`config.mk`:
```
export PLATFORM = sky130hd
export DESIGN_NAME = sr_pulse_sequencer_flat
export DESIGN_NICKNAME = d
export VERILOG_FILES = /design/src/rtl/sr_pulse_sequencer_pkg.sv /design/src/rtl/sr_pulse_sequencer_if.sv /design/src/rtl/sr_pulse_sequencer_timer.sv /design/src/rtl/sr_pulse_sequencer.sv /design/src/flat_wrapper.sv
export SDC_FILE = /design/constraint.sdc
export NUM_CORES = 1
export LEC_CHECK = 0
export ABC_CLOCK_PERIOD_IN_PS = 5550
export CORE_MARGIN = 2
export CORE_UTILIZATION = 25
export DETAILED_ROUTE_END_ITERATION = 8
export HOLD_SLACK_MARGIN = 0.03
export PLACE_DENSITY = 0.46
export SYNTH_ARGS = -nofsm -noshare
export SYNTH_HDL_FRONTEND = slang
export SYNTH_HIERARCHICAL = 1
export SYNTH_SLANG_ARGS = --single-unit
```
`constraint.sdc`:
```
create_clock -name clk -period 5.55 [get_ports clk]
set_input_delay 1.11 -clock clk [delete_from_list [all_inputs] [get_ports clk]]
set_output_delay 1.11 -clock clk [all_outputs]
set_load 0.05 [all_outputs]
```
`src/rtl/sr_pulse_sequencer_pkg.sv`:
```
// Shared types and default widths for the SR flip-flop pulse sequencer.
// Optional feedback checking is enabled by defining SR_SEQ_FB_CHECK_EN.
package sr_seq_pkg;

    localparam int SR_SEQ_CNT_W = 8;
    localparam int SR_SEQ_REP_W = 8;

    typedef enum logic [2:0] {
        ST_IDLE   = 3'd0,
        ST_SET    = 3'd1,
        ST_HOLD_H = 3'd2,
        ST_RST    = 3'd3,
        ST_HOLD_L = 3'd4
    } sr_seq_state_e;

endpackage

```
`src/rtl/sr_pulse_sequencer_if.sv`:
```
// Control/status bundle between host, sequencer and the SR flip-flop.
// The slave modport is the sequencer side; master is the host/flop side.
interface sr_pulse_sequencer_if
    import sr_seq_pkg::*;
#(
    parameter int CNT_W = SR_SEQ_CNT_W,
    parameter int REP_W = SR_SEQ_REP_W
);
    logic             start;
    logic             stop;
    logic [CNT_W-1:0] high_len;
    logic [CNT_W-1:0] low_len;
    logic [REP_W-1:0] repeat_cnt;
    logic             q;
    logic             s;
    logic             r;
    logic             busy;
    logic             done;
    logic             err;

    modport slave (
        input  start, stop, high_len, low_len, repeat_cnt, q,
        output s, r, busy, done, err
    );

    modport master (
        output start, stop, high_len, low_len, repeat_cnt, q,
        input  s, r, busy, done, err
    );

endinterface

```
`src/rtl/sr_pulse_sequencer_timer.sv`:
```
// Loadable saturating down-counter shared by the HOLD_H and HOLD_L phases.
// expired_o marks the last cycle of a hold (count at 1 or below).
module sr_seq_timer
    import sr_seq_pkg::*;
#(
    parameter int CNT_W = SR_SEQ_CNT_W
) (
    input  logic             clk,
    input  logic             reset,
    input  logic             load_i,
    input  logic [CNT_W-1:0] load_val_i,
    output logic [CNT_W-1:0] value_o,
    output logic             expired_o
);

    logic [CNT_W-1:0] cnt_q;
    logic [CNT_W-1:0] cnt_d;

    always_comb begin
        cnt_d = cnt_q;
        if (load_i) begin
            cnt_d = load_val_i;
        end else if (cnt_q != '0) begin
            cnt_d = cnt_q - CNT_W'(1);
        end
    end

    always_ff @(posedge clk) begin
        if (reset) begin
            cnt_q <= '0;
        end else begin
            cnt_q <= cnt_d;
        end
    end

    assign value_o   = cnt_q;
    assign expired_o = (cnt_q <= CNT_W'(1));

endmodule

```
`src/rtl/sr_pulse_sequencer.sv`:
```
// Drives exclusive one-cycle set/reset pulses into an SR flip-flop.
// Define SR_SEQ_FB_CHECK_EN to compare flop feedback q against the sequence.
module sr_pulse_sequencer
    import sr_seq_pkg::*;
#(
    parameter int CNT_W = SR_SEQ_CNT_W,
    parameter int REP_W = SR_SEQ_REP_W
) (
    input  logic                clk,
    input  logic                reset,
    sr_pulse_sequencer_if.slave bus
);

    localparam logic [2:0] S_IDLE   = 3'(ST_IDLE);
    localparam logic [2:0] S_SET    = 3'(ST_SET);
    localparam logic [2:0] S_HOLD_H = 3'(ST_HOLD_H);
    localparam logic [2:0] S_RST    = 3'(ST_RST);
    localparam logic [2:0] S_HOLD_L = 3'(ST_HOLD_L);

    logic [2:0]       state_q, state_d;
    logic [CNT_W-1:0] hi_q, hi_d;
    logic [CNT_W-1:0] lo_q, lo_d;
    logic [REP_W-1:0] rem_q, rem_d;
    logic             inf_q, inf_d;
    logic             abort_q, abort_d;
    logic             s_q, s_d;
    logic             r_q, r_d;
    logic             done_q, done_d;
    logic             err_q, err_d;

    logic             accept;
    logic             tmr_load;
    logic [CNT_W-1:0] tmr_val;
    logic             tmr_exp;
    logic [CNT_W-1:0] unused_tmr_value;

    assign accept   = (state_q == S_IDLE) && bus.start && !bus.stop;
    assign tmr_load = (state_q == S_SET) || (state_q == S_RST);
    assign tmr_val  = (state_q == S_SET) ? hi_q : lo_q;

    sr_seq_timer #(.CNT_W(CNT_W)) u_timer (
        .clk        (clk),
        .reset      (reset),
        .load_i     (tmr_load),
        .load_val_i (tmr_val),
        .value_o    (unused_tmr_value),
        .expired_o  (tmr_exp)
    );

    always_comb begin
        state_d = state_q;
        hi_d    = hi_q;
        lo_d    = lo_q;
        rem_d   = rem_q;
        inf_d   = inf_q;
        abort_d = abort_q;
        done_d  = 1'b0;
        unique case (state_q)
            S_IDLE: begin
                if (accept) begin
                    state_d = S_SET;
                    hi_d    = (bus.high_len == '0) ? CNT_W'(1) : bus.high_len;
                    lo_d    = (bus.low_len == '0) ? CNT_W'(1) : bus.low_len;
                    rem_d   = bus.repeat_cnt;
                    inf_d   = (bus.repeat_cnt == '0);
                    abort_d = 1'b0;
                end
            end
            S_SET: begin
                state_d = bus.stop ? S_RST : S_HOLD_H;
                abort_d = bus.stop;
            end
            S_HOLD_H: begin
                if (bus.stop) begin
                    state_d = S_RST;
                    abort_d = 1'b1;
                end else if (tmr_exp) begin
                    state_d = S_RST;
                end
            end
            S_RST: begin
                if (bus.stop || abort_q) begin
                    state_d = S_IDLE;
                    done_d  = 1'b1;
                end else begin
                    state_d = S_HOLD_L;
                end
            end
            S_HOLD_L: begin
                if (bus.stop) begin
                    state_d = S_IDLE;
                    done_d  = 1'b1;
                end else if (tmr_exp) begin
                    // A zero repeat count means free-running: never count down.
                    if (!inf_q && rem_q != '0) begin
                        rem_d = rem_q - REP_W'(1);
                    end
                    if (!inf_q && rem_q <= REP_W'(1)) begin
                        state_d = S_IDLE;
                        done_d  = 1'b1;
                    end else begin
                        state_d = S_SET;
                    end
                end
            end
            default: state_d = S_IDLE;
        endcase
    end

    assign s_d = (state_d == S_SET);
    assign r_d = (state_d == S_RST);

`ifdef SR_SEQ_FB_CHECK_EN
    logic fb_bad;

    // q lags s/r by one edge: still 1 while leaving RST, 0 once HOLD_L ends.
    always_comb begin
        fb_bad = 1'b0;
        if (state_q == S_RST && !bus.q) begin
            fb_bad = 1'b1;
        end
        if (state_q == S_HOLD_L && state_d != S_HOLD_L && bus.q) begin
            fb_bad = 1'b1;
        end
        err_d = accept ? 1'b0 : (err_q | fb_bad);
    end
`else
    logic unused_q;

    assign unused_q = bus.q;
    assign err_d    = 1'b0;
`endif

    always_ff @(posedge clk) begin
        if (reset) begin
            state_q <= S_IDLE;
            hi_q    <= '0;
            lo_q    <= '0;
            rem_q   <= '0;
            inf_q   <= 1'b0;
            abort_q <= 1'b0;
            s_q     <= 1'b0;
            r_q     <= 1'b0;
            done_q  <= 1'b0;
            err_q   <= 1'b0;
        end else begin
            state_q <= state_d;
            hi_q    <= hi_d;
            lo_q    <= lo_d;
            rem_q   <= rem_d;
            inf_q   <= inf_d;
            abort_q <= abort_d;
            s_q     <= s_d;
            r_q     <= r_d;
            done_q  <= done_d;
            err_q   <= err_d;
        end
    end

    assign bus.s    = s_q;
    assign bus.r    = r_q;
    assign bus.busy = (state_q != S_IDLE);
    assign bus.done = done_q;
    assign bus.err  = err_q;

endmodule

```
`src/flat_wrapper.sv`:
```
// flat-port wrapper written by rule: the top's interface ports become plain ports
module sr_pulse_sequencer_flat import sr_seq_pkg::*;
#(
    parameter int CNT_W = SR_SEQ_CNT_W,
    parameter int REP_W = SR_SEQ_REP_W
)
  (clk, reset, bus_start, bus_stop, bus_high_len, bus_low_len, bus_repeat_cnt, bus_q, bus_s, bus_r, bus_busy, bus_done, bus_err);
  sr_pulse_sequencer_if #(.CNT_W(CNT_W), .REP_W(REP_W)) bus_i ();
  input  logic clk;
  input  logic reset;
  input wire logic [$bits(bus_i.start)-1:0] bus_start;
  input wire logic [$bits(bus_i.stop)-1:0] bus_stop;
  input wire logic [$bits(bus_i.high_len)-1:0] bus_high_len;
  input wire logic [$bits(bus_i.low_len)-1:0] bus_low_len;
  input wire logic [$bits(bus_i.repeat_cnt)-1:0] bus_repeat_cnt;
  input wire logic [$bits(bus_i.q)-1:0] bus_q;
  output wire logic [$bits(bus_i.s)-1:0] bus_s;
  output wire logic [$bits(bus_i.r)-1:0] bus_r;
  output wire logic [$bits(bus_i.busy)-1:0] bus_busy;
  output wire logic [$bits(bus_i.done)-1:0] bus_done;
  output wire logic [$bits(bus_i.err)-1:0] bus_err;
  assign bus_i.start = bus_start;
  assign bus_i.stop = bus_stop;
  assign bus_i.high_len = bus_high_len;
  assign bus_i.low_len = bus_low_len;
  assign bus_i.repeat_cnt = bus_repeat_cnt;
  assign bus_i.q = bus_q;
  assign bus_s = bus_i.s;
  assign bus_r = bus_i.r;
  assign bus_busy = bus_i.busy;
  assign bus_done = bus_i.done;
  assign bus_err = bus_i.err;
  sr_pulse_sequencer #(.CNT_W(CNT_W), .REP_W(REP_W)) u_core (.clk(clk), .reset(reset), .bus(bus_i));
endmodule
```
==> results of run 1 <==
-- per-layer routing --
metal  GRT usage [%]  part of all wire [%]  vias to the layer above  wire length [um]
met5               0                     0                        -                 0
met4            3.53                  0.96                        0                51
met3            2.52                   3.1                        4               167
met2            18.8                    45                       38              2400
met1            15.5                    51                      913              2680
li1                -                     -                     1019                 -
-- metrics by stage --
step	setup WS [ns]	area, um2
after floorplan	3.37	2180
after global placement	2.45	2570
after detailed placement	2.45	2570
after CTS	2.52	2690
after global routing	2.44	2690
final	2.54	2690
-- power by group --
| part | switching [mW] | internal [mW] |
|---|---|---|
| Clock | 0.102 | 0.159 |
| Combinational | 0.186 | 0.150 |
| Sequential | 0.0481 | 0.327 |
| Total | 0.337 | 0.636 |
-- final cells by class --
type                    instances  area, um2
fillers                       943       5900
multi-input cells             202       1260
flip-flops and latches         40        801
repair buffers                 33        325
well taps                     108        135
clock buffers                   7       96.3
inverters                      11       41.3
clock inverters                 1       30.0
-- kinds of logic (layout without fill, tap and decap cells) --
family	count (synthesis)	count (layout)	synth area share (%)
AO/OA/AOI/OAI	69	69	20.2
XOR/XNOR	3	3	1.20
adder cells (fa/ha/maj)	5	5	2.87
buffers and inverters	26	52	5.44
flip-flops	40	40	36.7
multiplexers	11	11	5.50
other	1	1	0.172
AND/OR/NAND/NOR	113	113	28.0
-- path summary, 6_finish.rpt --
kind / from / to / cells after the start
worst max-delay path: u_core/state_q[1]$_SDFF_PP0_ / bus_busy / 2
worst min-delay path: u_core/lo_q[5]$_SDFFE_PP0P_ / u_core/lo_q[5]$_SDFFE_PP0P_ / 2
worst max register to register: u_core/u_timer/value_o[4]$_SDFFE_PP0P_ / u_core/rem_q[5]$_SDFFE_PP0P_ / 6
worst min register to register: u_core/lo_q[5]$_SDFFE_PP0P_ / u_core/lo_q[5]$_SDFFE_PP0P_ / 2
-- registers in the layout, indices dropped and copies added (netlist names) --
register                cells
u_core/bus.done             1
u_core/lo_q                 8
u_core/inf_q                1
u_core/rem_q                8
u_core/hi_q                 8
u_core/state_q              3
u_core/bus.r                1
u_core/bus.s                1
u_core/u_timer/value_o      8
u_core/abort_q              1
-- cell usage in the layout, fill, tap and decap left out, drive strengths merged, types with 2 or more instances in the layout --
master | netlist | routed
and3 | 2 | 2
nand2 | 38 | 38
nor2 | 17 | 17
nor2b | 4 | 4
clkbuf | 7 | 7
or3b | 4 | 4
nor3b | 2 | 2
o21ai | 9 | 9
mux2 | 8 | 8
a211oi | 3 | 3
nand2b | 2 | 2
a2111oi | 3 | 3
inv | 11 | 11
o211ai | 3 | 3
ha | 5 | 5
nand3 | 5 | 5
mux2i | 3 | 3
and2 | 3 | 3
a31oi | 2 | 2
xor2 | 2 | 2
or3 | 3 | 3
dfxtp | 40 | 40
clkdlybuf4s50 | 0 | 31
o311ai | 4 | 4
nor4 | 8 | 8
a21oi | 29 | 29
buf | 8 | 2
or4 | 4 | 4
o31ai | 7 | 7
nor3 | 16 | 16
-- worst register-to-register path: stages (launching register included) --
cell and delay (ns):
dfxtp_1 0.37, nor4_1 0.56, o211a_1 0.34, and2_1 0.15, o211ai_1 0.35, or2_1 0.43
o31ai_1 0.25
==> results.sh, run 1 <==
export IMPL_ant_nets=0
export IMPL_routed_via_count=1974
export IMPL_remaining_drc_errors=0
export IMPL_ctsHoldBuffers=0
export IMPL_dr_pass1_iters=6
export IMPL_synth_nets=302
export IMPL_antenna_found_initial=0
export IMPL_leakage_nw=0.952
export IMPL_peakVddDrop_uv=104
export IMPL_cts_buffer_depth=2
export IMPL_yosys_warnings=6
export IMPL_critical_path_endpoint_type="output pin"
export IMPL_grt_max_degree=23
export IMPL_rrSetupSlack_ns=3.04
export IMPL_cp_slowest_cell="clkdlybuf4s50_1"
export IMPL_skew_ns=0.0146
export IMPL_grt_pass1_vias=1931
export IMPL_area_growth_pct=23.3
export IMPL_cts_buffers=5
export IMPL_ys_async_sr_fraction_pct=0
export IMPL_crit_family="buffers and inverters"
export IMPL_post_cts_resized=0
export IMPL_fin_util_pct=31.3
export IMPL_diodes=0
export IMPL_drv_slew=0
export IMPL_drive_gt1_share_pct=6.80
export IMPL_setup_tns_ns=0
export IMPL_wl_per_cell_um=13.2
export IMPL_ys_ff_latch=40
export IMPL_syn_avg_cell_area_um2=8.15
export IMPL_root_buffer="clkbuf_8"
export IMPL_fin_nets=327
export IMPL_yosys_area_top_type="dfxtp_1"
export IMPL_drt_wl_total_mm=5.31
export IMPL_fin_cells=402
export IMPL_ys_seq_area_share_pct=36.7
export IMPL_hold_viol=0
export IMPL_synth_edf_count=0
export IMPL_setup_violations=0
export IMPL_cts_setup_buffers=0
export IMPL_grt_first_pass_wirelength_mm=9.15
export IMPL_status="finished clean"
export IMPL_fin_crit_ns=3.01
export IMPL_synth_cell_types=54
export IMPL_synth_cells=268
export IMPL_slew_limit_headroom_pct=34.6
export IMPL_rsz0062_at_grt="no"
export IMPL_drv_cap=0
export IMPL_drtIter0Drc=66
export IMPL_vias_per_cell=4.91
export IMPL_hold_path_class="register to register"
export IMPL_cp_start_kind="register"
export IMPL_clock_sinks=40
export IMPL_ys_top_cells_by_area="dfxtp_1, a21oi_1, nand2_1, nor3_1, mux2_1"
export IMPL_port_buffers=31
export IMPL_grt_use_total_pct=11.6
export IMPL_clock_latency_ns=0.30
export IMPL_synth_top_cells_by_count="dfxtp_1, nand2_1, a21oi_1, nor2_1, nor3_1"
export IMPL_fp_row_count=34
export IMPL_path_buf_inv=1
export IMPL_max_freq_ghz=0.332
export IMPL_dp_cells=394
export IMPL_cts_max_level=2
export IMPL_cts_tree="done"
export IMPL_synthFlopType="dfxtp_1"
export IMPL_die_area_mm2=0.00950
export IMPL_path_clk_slew_ns=0.08
export IMPL_grt_ovfl_total=0
export IMPL_yosysTopAreaCellShare_pct=36.7
export IMPL_power_density_mw_per_mm2=361
export IMPL_p_total_mw=0.973
export IMPL_die_height_um=97.5
export IMPL_critical_path_required_ns=4.44
export IMPL_netlist_area_mm2=0.00218
export IMPL_whs_ns=0.450
export IMPL_tightest_slew_ns=0.977
export IMPL_critical_path_max_stage_delay_ns=0.79
export IMPL_yosysMostFrequentCell="dfxtp_1"
export IMPL_core_area_mm2=0.00859
export IMPL_die_w_um=97.5
export IMPL_critical_path_class="register to output pin"
export IMPL_crit_path_cell_trace="or3_1 > clkdlybuf4s50_1"
export IMPL_io_pins=34
export IMPL_arrival_ns=1.90
export IMPL_start_util_pct=25.4
export IMPL_hpwl_mm=3.79
export IMPL_period_share_pct=54.3
export IMPL_gp_congestion=0.803
export IMPL_critPathMaxFanout=13
No activity file was read; power rests on OpenSTA's default activity.
==> run 2, diff against run 1 <==
- ABC_CLOCK_PERIOD_IN_PS: 5550 -> 2550
- PLACE_DENSITY: 0.46 -> 0.48
- clock period: 5.55 -> 2.55 ns (I/O delays scaled with it)
==> results.sh, run 2 (synthesized netlist as in run 1, its figures left out) <==
export IMPL_ctsHoldBuffers=0
export IMPL_path_clk_slew_ns=0.08
export IMPL_skew_ns=0.00660
export IMPL_slew_limit_headroom_pct=60.8
export IMPL_routed_via_count=2045
export IMPL_fin_cells=412
export IMPL_hpwl_mm=4.17
export IMPL_period_share_pct=93.8
export IMPL_rr_startpoint="u_core/u_timer/value_o[4]$_SDFFE_PP0P_"
export IMPL_grt_max_degree=24
export IMPL_remaining_drc_errors=0
export IMPL_hold_path_class="register to register"
export IMPL_cts_max_level=2
export IMPL_diodes=0
export IMPL_rsz0062_at_grt="no"
export IMPL_grt_pass1_vias=2019
export IMPL_peakVddDrop_uv=324
export IMPL_arrival_ns=1.88
export IMPL_holdPathStages=2
export IMPL_reg2reg_depth=8
export IMPL_rrSetupSlack_ns=0.42
export IMPL_dr_pass1_iters=4
export IMPL_root_buffer="clkbuf_8"
export IMPL_clock_latency_ns=0.30
export IMPL_port_buffers=31
export IMPL_hold_start="u_core/lo_q[7]$_SDFFE_PP0P_"
export IMPL_clock_sinks=40
export IMPL_grt_ovfl_total=0
export IMPL_cts_buffer_depth=2
export IMPL_fin_crit_ns=2.39
export IMPL_post_cts_resized=0
export IMPL_drv_cap=0
export IMPL_fp_row_count=34
export IMPL_cts_tree="done"
export IMPL_switching_share_pct=35.5
export IMPL_start_util_pct=25.4
export IMPL_power_density_mw_per_mm2=784
export IMPL_grt_use_total_pct=12.4
export IMPL_drive_gt1_share_pct=9.87
export IMPL_dp_cells=404
export IMPL_busiest_layer="met2"
export IMPL_final_cell_mix="dfxtp_1, nand2_1, clkdlybuf4s50_1, a21oi_1, nor2_1"
export IMPL_layout_commonest_cell="dfxtp_1"
export IMPL_whs_endpoint="u_core/lo_q[7]$_SDFFE_PP0P_"
export IMPL_setup_violations=0
export IMPL_drt_wl_total_mm=5.72
export IMPL_max_freq_ghz=0.418
export IMPL_grt_use_met2_pct=20.6
export IMPL_die_w_um=97.5
export IMPL_io_pins=34
export IMPL_antenna_found_initial=0
export IMPL_ant_nets=0
export IMPL_status="finished clean"
export IMPL_p_comb_share_pct=37.3
export IMPL_cp_start_kind="register"
export IMPL_drtIter0Drc=45
export IMPL_power_frac_clock_pct=25.6
export IMPL_cts_setup_buffers=0
export IMPL_hold_viol=0
export IMPL_die_height_um=97.5
export IMPL_tightest_slew_ns=0.582
export IMPL_power_switching_mw=0.768
export IMPL_gp_congestion=0.776
export IMPL_critical_path_endpoint_type="output pin"
export IMPL_fin_ws_ns=0.159
export IMPL_grt_use_met1_pct=16.3
export IMPL_die_area_mm2=0.00950
export IMPL_seqPwrFrac_pct=37.1
export IMPL_wl_per_cell_um=13.9
export IMPL_leakage_nw=0.997
export IMPL_critPathMaxFanout=16
export IMPL_core_area_mm2=0.00859
export IMPL_vias_per_cell=4.96
export IMPL_grt_first_pass_wirelength_mm=9.73
export IMPL_drv_slew=0
export IMPL_grt_use_met3_pct=2.88
export IMPL_critical_path_class="register to output pin"
export IMPL_rr_endpoint="u_core/rem_q[3]$_SDFFE_PP0P_"
export IMPL_fin_nets=337
export IMPL_critical_path_required_ns=2.04
export IMPL_setup_tns_ns=0
export IMPL_place_ws_ns=0.248
export IMPL_cts_buffers=5
export IMPL_fillers=937
export IMPL_intPower_mw=1.40
export IMPL_area_growth_pct=26.5
-- run 2: layer usage --
layer	routed length, um	share of wire [%]	vias up
met5	0	0	-
met4	65	1.1	0
met3	227	4.0	7
met2	2710	47	44
met1	2720	48	949
li1	-	-	1045
-- run 2: worst max-delay path by stage --
stage,from,endpoint,depth (start not counted)
6_report,u_core/state_q[2]$_SDFF_PP0_,bus_busy,2
3_3_place_gp,bus_start,u_core/rem_q[5]$_SDFFE_PP0P_,5
4_1_cts,u_core/state_q[2]$_SDFF_PP0_,bus_busy,2
3_5_place_dp,bus_start,u_core/rem_q[3]$_SDFFE_PP0P_,5
2_1_floorplan,u_core/u_timer/value_o[4]$_SDFFE_PP0P_,u_core/rem_q[0]$_SDFFE_PP0P_,7
5_1_grt,u_core/state_q[2]$_SDFF_PP0_,bus_busy,2
-- run 2: through the flow --
| step | power, mW | utilization (%) | hold slack [ns] | instance area [um2] |
|---|---|---|---|---|
| global route | 2.32 | 32.1 | 0.482 | 2760 |
| floorplan | 1.37 | - | 0.432 | 2180 |
| detailed placement | 1.62 | 30.7 | 0.446 | 2640 |
| CTS | 2.18 | 32.1 | 0.458 | 2760 |
| finish | 2.17 | 32.1 | 0.454 | 2760 |
| global placement | 1.61 | 30.7 | 0.442 | 2640 |
-- run 2: cell type report --
class / count / area [um2] / area share (%)
clock buffers: 6 / 82.6 / 2.99
clock inverters: 2 / 38.8 / 1.40
inverters: 11 / 41.3 / 1.49
multi-input cells: 202 / 1260 / 45.7
flip-flops and latches: 40 / 801 / 29.0
well taps: 108 / 135 / 4.89
repair buffers: 43 / 400 / 14.5
-- run 2: power groups by stage --
stage | logic [mW] | registers, mW | clock network, mW
final | 0.807 | 0.803 | 0.555
after global placement | 0.800 | 0.812 | 0
after floorplan | 0.562 | 0.812 | 0
after detailed placement | 0.803 | 0.816 | 0
after CTS | 0.810 | 0.800 | 0.568
after global routing | 0.911 | 0.817 | 0.594
-- run 2: worst max-delay path, stage by stage, from the launching register on --
cell and delay, ns:
dfxtp_1 0.61, or3_1 0.17, clkdlybuf4s50_1 0.80
==> run 3, diff against run 2 <==
- SYNTH_HIERARCHICAL: 1 -> default
==> results.sh, run 3 <==
export IMPL_seqPwrFrac_pct=38.7
export IMPL_power_frac_clock_pct=20.4
export IMPL_p_comb_share_pct=40.9
export IMPL_synthFlopType="dfxtp_1"
export IMPL_yosysTopAreaCellShare_pct=38.4
export IMPL_wl_per_cell_um=12.9
export IMPL_yosys_warnings=0
export IMPL_reg2reg_depth=7
export IMPL_slew_limit_headroom_pct=55.2
export IMPL_port_buffers=31
export IMPL_synth_nets=298
export IMPL_netlist_area_mm2=0.00209
export IMPL_antenna_found_initial=0
export IMPL_period_share_pct=84.6
export IMPL_diodes=0
export IMPL_rsz0062_at_grt="no"
export IMPL_switching_share_pct=37.2
export IMPL_grt_max_degree=30
export IMPL_cts_buffer_depth=2
export IMPL_fillers=871
export IMPL_post_route_cell_area_mm2=0.00264
export IMPL_root_buffer="clkbuf_8"
export IMPL_ant_nets=0
export IMPL_grt_ovfl_total=0
export IMPL_p_total_mw=2.13
export IMPL_remaining_drc_errors=0
export IMPL_yosysMostFrequentCell="dfxtp_1"
export IMPL_yosys_area_top_type="dfxtp_1"
export IMPL_fin_cells=400
export IMPL_drv_slew=0
export IMPL_critical_path_class="register to register"
export IMPL_seqCellArea_um2=801
export IMPL_power_switching_mw=0.791
export IMPL_drv_cap=0
export IMPL_tightest_slew_ns=0.665
export IMPL_hold_path_class="register to register"
export IMPL_gp_congestion=0.789
export IMPL_path_clk_slew_ns=0.08
export IMPL_layout_commonest_cell="dfxtp_1"
export IMPL_final_cell_mix="dfxtp_1, nand2_1, nor2_1, a21oi_1, clkdlybuf4s50_1"
export IMPL_drive_gt1_share_pct=7.46
export IMPL_ys_seq_area_share_pct=38.4
export IMPL_grt_pass1_vias=1846
export IMPL_drtIter0Drc=79
export IMPL_dpl_instance_area_mm2=0.00254
export IMPL_hold_viol=0
export IMPL_setup_violations=0
export IMPL_cts_max_level=2
export IMPL_routed_via_count=1896
export IMPL_holdPathStages=2
export IMPL_dp_cells=392
export IMPL_start_util_pct=25.6
export IMPL_core_area_mm2=0.00813
export IMPL_die_area_mm2=0.00909
export IMPL_synth_top_cells_by_count="dfxtp_1, nand2_1, a21oi_1, nor2_1, clkbuf_1"
export IMPL_area_growth_pct=26.7
export IMPL_status="finished clean"
export IMPL_critical_path_required_ns=2.76
export IMPL_ys_top_cells_by_area="dfxtp_1, a21oi_1, nand2_1, nor2_1, mux2i_1"
export IMPL_max_freq_ghz=0.463
export IMPL_critPathMaxFanout=16
export IMPL_arrival_ns=2.37
export IMPL_whs_ns=0.453
export IMPL_cts_tree="done"
export IMPL_synth_cell_types=44
export IMPL_io_pins=34
export IMPL_clock_sinks=40
export IMPL_hpwl_mm=3.73
export IMPL_die_height_um=95.3
export IMPL_peakVddDrop_uv=239
export IMPL_leakage_nw=0.931
export IMPL_cts_buffers=5
export IMPL_cp_start_kind="register"
export IMPL_power_density_mw_per_mm2=805
export IMPL_cts_setup_buffers=0
export IMPL_synth_cells=264
export IMPL_skew_ns=0.00535
export IMPL_fin_crit_ns=2.16
export IMPL_dr_pass1_iters=4
export IMPL_fin_nets=328
export IMPL_intPower_mw=1.34
export IMPL_critical_path_endpoint_type="register"
export IMPL_grt_use_total_pct=12.3
export IMPL_syn_avg_cell_area_um2=7.90
export IMPL_multiInputGateArea_mm2=0.00119
export IMPL_vias_per_cell=4.74
export IMPL_ys_async_sr_fraction_pct=0
export IMPL_synth_edf_count=0
export IMPL_die_w_um=95.3
export IMPL_grt_first_pass_wirelength_mm=8.76
export IMPL_drt_wl_total_mm=5.15
export IMPL_setup_tns_ns=0
export IMPL_ys_ff_latch=40
export IMPL_fp_row_count=33
export IMPL_clock_latency_ns=0.29
==> run 3: kinds of logic (layout without fill, tap and decap cells) <==
family | after synthesis | count (layout) | share of synthesized area [%]
AO/OA/AOI/OAI | 63 | 63 | 19.2
XOR/XNOR | 6 | 6 | 2.52
adder cells (fa/ha/maj) | 5 | 5 | 3.00
AND/OR/NAND/NOR | 114 | 114 | 27.7
other | 1 | 1 | 0.180
multiplexers | 8 | 8 | 3.84
buffers and inverters | 27 | 58 | 5.16
flip-flops | 40 | 40 | 38.4
==> run 3: final cells by class <==
type	instances	area share, %
Clock buffer	8	3.41
Inverter	9	1.28
Multi-Input combinational cell	197	45.1
Sequential cell	40	30.3
Tap cell	105	4.97
Timing Repair Buffer	41	15.0
==> run 3: path summary, 6_finish.rpt <==
kind / startpoint / to / slack (ns)
worst max-delay path: u_core.rem_q[0]$_SDFFE_PP0P_ / u_core.rem_q[1]$_SDFFE_PP0P_ / 0.39
worst min-delay path: u_core.hi_q[3]$_SDFFE_PP0P_ / u_core.hi_q[3]$_SDFFE_PP0P_ / 0.45
worst max register to register: u_core.rem_q[0]$_SDFFE_PP0P_ / u_core.rem_q[1]$_SDFFE_PP0P_ / 0.39
worst min register to register: u_core.hi_q[3]$_SDFFE_PP0P_ / u_core.hi_q[3]$_SDFFE_PP0P_ / 0.45
==> run 3: repair_timing <==
item	4_1_cts	5_1_grt
gates resized for setup	0	1
hold buffers	0	0
setup endpoints to repair	0	8
==> run 3: per-layer routing <==
| metal | vias up | wire length (um) | track usage [%] |
|---|---|---|---|
| met5 | - | 0 | 0 |
| met4 | 0 | 68 | 4.23 |
| met3 | 6 | 121 | 2.37 |
| met2 | 28 | 2380 | 19.4 |
| met1 | 877 | 2590 | 16.7 |
| li1 | 985 | - | - |
==> run 3: power by group through the flow <==
stage                     Sequential, mW  Clock, mW  Combinational [mW]
after floorplan                    0.822          0               0.636
after global placement             0.837          0               0.861
after detailed placement           0.836          0               0.865
after CTS                          0.822      0.458               0.870
after global routing               0.838      0.485               0.972
final                              0.823      0.435               0.870
==> run 3: worst max-delay path, cell delays in order (launching register included) <==
cell	delay, ns
dfxtp_1	0.37
inv_1	0.07
ha_1	0.22
nor3b_1	0.42
a21oi_1	0.20
a31oi_4	0.47
a211oi_1	0.10
a211oi_1	0.22
==> run 3: metrics by stage <==
step	setup slack [ns]	util, %
after floorplan	0.426	-
after global routing	0.156	32.5
after detailed placement	0.171	31.3
after global placement	0.262	31.3
final	0.392	32.5
after CTS	0.153	32.4
